File: src/rtl/id_exe_reg.sv
// id_exe_reg: pipeline register between Instruction Decode and Execute.
//
// Captures the decoded control bits and operands on every rising edge.
// On freeze it holds everything. On flush it inserts a bubble: all fields
// are cleared to zero and the bubble counter increments.
// Edge priority: freeze > flush > load.
//
// Ports
//   clk, rst            core clock; asynchronous active-low reset
//   freeze, flush       hold / bubble-insert controls
//   *_in                decoded instruction fields from ID
//   *_out               registered copies of every *_in (1-cycle latency)
//   select_out          registered (mem_r_en_in | mem_w_en_in), picks the
//                       load/store offset form in the operand generator
//   bubble_cnt          saturating count of bubbles inserted by flush
module id_exe_reg #(
  parameter int unsigned WORD = 32,
  parameter int unsigned REGA = 4
) (
  input  logic            clk,
  input  logic            rst,
  input  logic            freeze,
  input  logic            flush,

  input  logic [WORD-1:0] pc_in,
  input  logic            wb_en_in,
  input  logic            mem_r_en_in,
  input  logic            mem_w_en_in,
  input  logic            b_in,
  input  logic            s_in,
  input  logic [3:0]      exe_cmd_in,
  input  logic            imm_in,
  input  logic [11:0]     shift_operand_in,
  input  logic [23:0]     signed_imm_24_in,
  input  logic [WORD-1:0] val_rn_in,
  input  logic [WORD-1:0] val_rm_in,
  input  logic [REGA-1:0] dest_in,
  input  logic [REGA-1:0] src1_in,
  input  logic [REGA-1:0] src2_in,
  input  logic [3:0]      status_in,
  input  logic            valid_in,

  output logic [WORD-1:0] pc_out,
  output logic            wb_en_out,
  output logic            mem_r_en_out,
  output logic            mem_w_en_out,
  output logic            b_out,
  output logic            s_out,
  output logic [3:0]      exe_cmd_out,
  output logic            imm_out,
  output logic [11:0]     shift_operand_out,
  output logic [23:0]     signed_imm_24_out,
  output logic [WORD-1:0] val_rn_out,
  output logic [WORD-1:0] val_rm_out,
  output logic [REGA-1:0] dest_out,
  output logic [REGA-1:0] src1_out,
  output logic [REGA-1:0] src2_out,
  output logic [3:0]      status_out,
  output logic            valid_out,
  output logic            select_out,
  output logic [15:0]     bubble_cnt
);

  localparam logic [15:0] CntMax = 16'hFFFF;

  // Payload registers. Reset and flush both produce the all-zero bubble,
  // which is architecturally inert (no write-back, memory access, branch
  // or status update).
  always_ff @(posedge clk or negedge rst) begin
    if (!rst) begin
      pc_out            <= '0;
      wb_en_out         <= 1'b0;
      mem_r_en_out      <= 1'b0;
      mem_w_en_out      <= 1'b0;
      b_out             <= 1'b0;
      s_out             <= 1'b0;
      exe_cmd_out       <= 4'b0000;
      imm_out           <= 1'b0;
      shift_operand_out <= '0;
      signed_imm_24_out <= '0;
      val_rn_out        <= '0;
      val_rm_out        <= '0;
      dest_out          <= '0;
      src1_out          <= '0;
      src2_out          <= '0;
      status_out        <= '0;
      valid_out         <= 1'b0;
      select_out        <= 1'b0;
    end else if (freeze) begin
      // Hold everything; a concurrent flush is dropped, not remembered.
    end else if (flush) begin
      pc_out            <= '0;
      wb_en_out         <= 1'b0;
      mem_r_en_out      <= 1'b0;
      mem_w_en_out      <= 1'b0;
      b_out             <= 1'b0;
      s_out             <= 1'b0;
      exe_cmd_out       <= 4'b0000;
      imm_out           <= 1'b0;
      shift_operand_out <= '0;
      signed_imm_24_out <= '0;
      val_rn_out        <= '0;
      val_rm_out        <= '0;
      dest_out          <= '0;
      src1_out          <= '0;
      src2_out          <= '0;
      status_out        <= '0;
      valid_out         <= 1'b0;
      select_out        <= 1'b0;
    end else begin
      // Invalid slots load as given; the decoder already zeroes their controls.
      pc_out            <= pc_in;
      wb_en_out         <= wb_en_in;
      mem_r_en_out      <= mem_r_en_in;
      mem_w_en_out      <= mem_w_en_in;
      b_out             <= b_in;
      s_out             <= s_in;
      exe_cmd_out       <= exe_cmd_in;
      imm_out           <= imm_in;
      shift_operand_out <= shift_operand_in;
      signed_imm_24_out <= signed_imm_24_in;
      val_rn_out        <= val_rn_in;
      val_rm_out        <= val_rm_in;
      dest_out          <= dest_in;
      src1_out          <= src1_in;
      src2_out          <= src2_in;
      status_out        <= status_in;
      valid_out         <= valid_in;
      select_out        <= mem_r_en_in | mem_w_en_in;
    end
  end

  // Bubble counter: counts only flushes that take effect, saturates at max.
  always_ff @(posedge clk or negedge rst) begin
    if (!rst) begin
      bubble_cnt <= '0;
    end else if (!freeze && flush && (bubble_cnt != CntMax)) begin
      bubble_cnt <= bubble_cnt + 16'd1;
    end
  end

endmodule
File: config.mk
export PLATFORM = sky130hd
export DESIGN_NAME = id_exe_reg
export DESIGN_NICKNAME = d
export VERILOG_FILES = /design/src/rtl/id_exe_reg.sv
export SDC_FILE = /design/constraint.sdc
export NUM_CORES = 1
export LEC_CHECK = 0
export ABC_CLOCK_PERIOD_IN_PS = 4200
export CAP_MARGIN = 0
export CORE_MARGIN = 3
export CORE_UTILIZATION = 42
export CTS_CLUSTER_SIZE = 8
export DETAILED_ROUTE_END_ITERATION = 8
export PLACE_DENSITY = 0.77
export SLEW_MARGIN = 10
export SYNTH_ARGS = -nofsm -noshare
export SYNTH_HDL_FRONTEND = slang
export SYNTH_SLANG_ARGS = --single-unit
File: constraint.sdc
create_clock -name clk -period 4.2 [get_ports clk]
set_input_delay 0.84 -clock clk [delete_from_list [all_inputs] [get_ports clk]]
set_output_delay 0.84 -clock clk [all_outputs]
set_load 0.02 [all_outputs]
# After elaboration in Yosys (flattened, before gate mapping)
# Cells that the tools add are included.
dict set report word_totals {
  latch_bits 0
  romBits 0
  inputBits 163
  register_bits 176
  memories 0
  wordCells 43
  out_inout_bits 176
  ramBits 0
}
dict set report op_classes {
  n_reduce_logical 3
  mul 0
  eq_ne 1
  n_bitwise 1
  magnitude_cmp 0
  shifts 0
  n_mux 18
  div_mod_pow 0
  add_sub_neg 1
}
# op count
set op_table {}
lappend op_table {{$mux W32} 3}
lappend op_table {{$mux W24} 1}
lappend op_table {{$mux W4} 5}
lappend op_table {{$add A16 B1 Y16 const B} 1}
lappend op_table {{$ne A16 B16 Y1 const B} 1}
lappend op_table {{$mux W12} 1}
lappend op_table {{$mux W1} 8}
lappend op_table {{$logic_and A1 B1 Y1} 2}
lappend op_table {{$logic_not A1 Y1} 1}
lappend op_table {{$or A1 B1 Y1} 1}

# Longest topological paths before layout
dict set report logic_depth {
  depth_word 3
  ltp_mapped 6
}

# Worst setup path after synthesis
# No wires, ideal clock.
dict set report synth_path {
  path_type {input port to flip-flop}
  startpoint {in freeze}
  endpoint {reg bubble_cnt[15]}
  arrival_time_ps 2177
  slack_ps 1895
  cell_stages 6
  cell_sequence {buf_6 -> nand2b_4 -> buf_6 -> or4_4 -> nor3_2 -> mux2_1}
}
dict set report synth_between {
  elab_chain_len 3
}
# item line_no
set synth_rtl {}
lappend synth_rtl {{from (decl)} 22} ;# input logic freeze,
lappend synth_rtl {{$logic_not A1 Y1} 137} ;# end else if (!freeze && flush && (bubble_cnt != CntMax)) begin
lappend synth_rtl {{$logic_and A1 B1 Y1 (2 in a row)} 137}
lappend synth_rtl {{to (signal assigned)} 138} ;# bubble_cnt <= bubble_cnt + 16'd1;
lappend synth_rtl {{to (decl)} 61} ;# output logic [15:0] bubble_cnt
# No other way between the ends.
# A chain may end at the register's enable or synchronous reset.

# Worst setup path after layout
dict set report layout_path {
  startpoint {reg bubble_cnt[0]}
  endpoint {out bubble_cnt[0]}
}
# No word-level cell between the ends.

==> metrics.md <==
| Metric | Value |
|---|---|
| Status | finished clean |
| WL/cell | 16.9 microns |
| Cell Area, Synth | about 7300 sq um |
| Multi-input gate area | ~2700 sq um |
| Placed instance count | 1241 |
| # IOs | between 300 and 400 |
| First-pass GRT wire length | about 32000 microns |
| R2R cell count | 5 |
| Syn Inst Count | ~730 |
| CP Buf/Inv Count | 1 |
| Synth area leaders | dfrtp_1, nand2b_1, o21ai_0, nand2_1, clkbuf_1 |
| Final hold violation count | 0 |
| Warnings, synthesis | 0 |
| Via count | a little over 6000 |
| Setup Skew | 0.00370 ns |
| Fill cells | roughly 1400 |
| Startpoint Class | flop |
| CORE AREA | 16800 sq um |
| Synth top cells by count | dfrtp_1, nand2_1, nand2b_1, o21ai_0, clkbuf_1 |
| Final nets | around 1200 |
| Worst hold path endpoint | exe_cmd_out[1]$_DFFE_PN0N_ |
| Crit path capture type | primary output |
| WHS Path Cells | 2 |
| Initial Util | 0.434 |
| CTS clock-pin slew for the worst setup and hold paths | roughly 0.06 ns |
| Setup Fix Bufs, Post-CTS | 0 |
| Worst skew pair latency | between 0.4 and 0.5 ns |
| Initial antenna violation count | 0 |
| CTS tree | yes |
| ANT nets after route | 0 |
| # diodes | 0 |
| Asr flop ratio synth | 1.00 |
| Pwr Total | about 4400 uW |
| Largest net degree at the start of global routing | between 100 and 150 |
| Clk buf depth | 2 |
| Critical path cell sequence | clkdlybuf4s50_1 |
| DRT Pass-1 Iters | 6 |
| Yosys top cell area share | 0.603 |
| Syn-to-layout area delta | 55.5% |
| Hold_buf cts | 0 |
| Normalized max-slew margin | 0.264 |
| Synth Area per Inst | 10.0 sq um |
| Reg2reg end | bubble_cnt[1]$_DFFE_PN0P_ |
| Hold Startpoint | exe_cmd_out[1]$_DFFE_PN0N_ |
| Peak Freq | 418 MHz |
| Worst R2R Start | bubble_cnt[0]$_DFFE_PN0P_ |
| Port Buffer Count | roughly 340 |
| Leak | 0.00475 uW |
| Post-layout minimum cycle time | 2.39 ns |
| Clock root buffer | clkbuf_16 |
| Worst hold path class | flop to flop |
| Final period util | 0.569 |
| Routed vias/inst | roughly 4.9 |
| Worst-Margin Slew | between 1 and 1.5 ns |
| Yosys cell types | 30 |
| RSZ-0062 raised after global routing | false |
| DP HPWL | between 15000 and 20000 microns |
| Post-CTS resize count | 0 |
| Die area | between 15000 and 20000 sq um |
| Core Rows | 47 |
| CP required | 3.36 ns |
| Slew Limit Fails | 0 |
| Critical path arrival | roughly 1.6 ns |
| DRC | 0 |
| Vias in the first global route | around 6000 |
| Global placement routability congestion | around 0.78 |
| FF-to-FF setup slack | ~2.2 ns |
| Setup TNS | 0 ns |
| Cell taking the most area after synthesis | dfrtp_1 |
| Clk sinks | approximately 180 |
| Global Route Usage Sum | 0.219 |
| Seq/Total Area, Yosys | 0.603 |
| WS Path Type | flop to primary output |
| Die height | 138 microns |
| Cell family contributing the most delay on the critical path | buffers and inverters |
| Slowest cell on the critical path | clkdlybuf4s50_1 |
| Post-synth EDFFs | 0 |
| Max VDD drop | between 0.2 and 0.3 mV |
| Gr ovfl total | 0 |
| Final setup fails | 0 |
| Slowest Stage Delay on Critical Path | about 0.69 ns |
| Final wirelength | between 20000 and 25000 microns |
| Pwr dens | 390 nW/um^2 |
| Mapped Nets | 893 |
| Most used flip-flop cell after synthesis | dfrtp_1 |
| Share of post-route cells with drive strength above 1 | 0.0447 |
| Horiz. Die Dim | 138 microns |
| Fin cells | around 1300 |
| CTS H-tree lvls | 4 |
| Register area | about 4400 sq um |
| 1st-iter DRT viols | about 280 |
| CTS Buf Count | 17 |
| Worst path depth | 1 |
| Maxcap violations | 0 |
| Most common cell in the netlist | dfrtp_1 |
| Largest fanout on the critical path | 4 |
| Seq cells post-synth | 176 |
[metal layers]
layer / global-route usage / share of wire
met5: 0 / 0
met4: 0.0631 / 0.014
met3: 0.0942 / 0.11
met2: 0.370 / 0.49
met1: 0.255 / 0.39
[cell type report]
class	count	area share
Clock buffer	19	0.0390
Clock inverter	12	0.00992
Inverter	3	0.000992
Multi-Input combinational cell	498	0.236
Sequential cell	176	0.388
Tap cell	220	0.0242
Timing Repair Buffer	344	0.302
[worst register-to-register path, stage by stage, from the launching register on]
cell     delay, ns
dfrtp_1       0.44
ha_1          0.27
nand3_1       0.18
nor4_2        0.56
nor2_1        0.18
mux2_2        0.31
[report_power, final]
part / internal [uW] / total, uW / leakage [uW] / switching [uW]
clock: 831 / 1490 / 0.000258 / 655
combinational: 495 / 979 / 0.00221 / 484
sequential: 1850 / 1960 / 0.00229 / 116
total: 3170 / 4430 / 0.00475 / 1260
[cell families after synthesis]
kind of cell,share of synthesized area
and+or+nand+nor,0.223
DFF,0.603
AOI/OAI and AO/OA,0.124
buffers and inverters,0.0303
xor gates and xnor gates,0.0144
muxes,0.00309
adders and majority gates,0.00171
[worst max path at each step]
stage	startpoint	slack (ns)	to
CTS	bubble_cnt[0]$_DFFE_PN0P_	1.79	bubble_cnt[0]
finish	bubble_cnt[0]$_DFFE_PN0P_	1.81	bubble_cnt[0]
global placement	freeze	1.63	val_rm_out[9]$_DFFE_PN0N_
global route	bubble_cnt[8]$_DFFE_PN0P_	1.74	bubble_cnt[8]
floorplan	freeze	1.90	bubble_cnt[15]$_DFFE_PN0P_
detailed placement	freeze	1.57	pc_out[15]$_DFFE_PN0N_
[state kept, by name (all words and copies together), names as in the netlist]
register,flops
b_out,1
bubble_cnt,16
dest_out,4
exe_cmd_out,4
imm_out,1
mem_r_en_out,1
mem_w_en_out,1
pc_out,32
s_out,1
select_out,1
shift_operand_out,12
signed_imm_24_out,24
src1_out,4
src2_out,4
status_out,4
val_rm_out,32
val_rn_out,32
valid_out,1
wb_en_out,1
[through the flow]
| step | setup slack [ns] | hold WS, ns | instance area (sq um) | utilization |
|---|---|---|---|---|
| 2_1_floorplan | 1.90 | 0.544 | 7300 | - |
| 3_3_place_gp | 1.63 | 0.464 | 10800 | 0.642 |
| 3_5_place_dp | 1.57 | 0.472 | 10800 | 0.642 |
| 4_1_cts | 1.79 | 0.488 | 11400 | 0.675 |
| 5_1_grt | 1.74 | 0.506 | 11400 | 0.675 |
| 6_report | 1.81 | 0.482 | 11400 | 0.675 |
[cells in the final DEF (no fill, tap or decap), types with 2 or more instances in the layout]
cell type	synthesis	final
inv_1	3	3
clkbuf_8	0	2
inv_6	0	2
nand2b_1	142	142
a31oi_1	2	2
dfrtp_1	176	176
o21ai_0	142	142
o31ai_1	3	3
buf_4	0	7
nand3_1	5	5
xor2_1	7	7
clkbuf_16	0	17
clkinv_2	0	2
nand4_1	4	4
nor2_1	4	3
a22o_1	17	17
clkdlybuf4s50_1	0	335
nor4_1	3	3
clkinv_4	0	2
nand2_1	149	149
clkinvlp_4	0	5
xnor2_1	5	5
nor3_1	3	3
No activity file was read; power rests on OpenSTA's default activity.
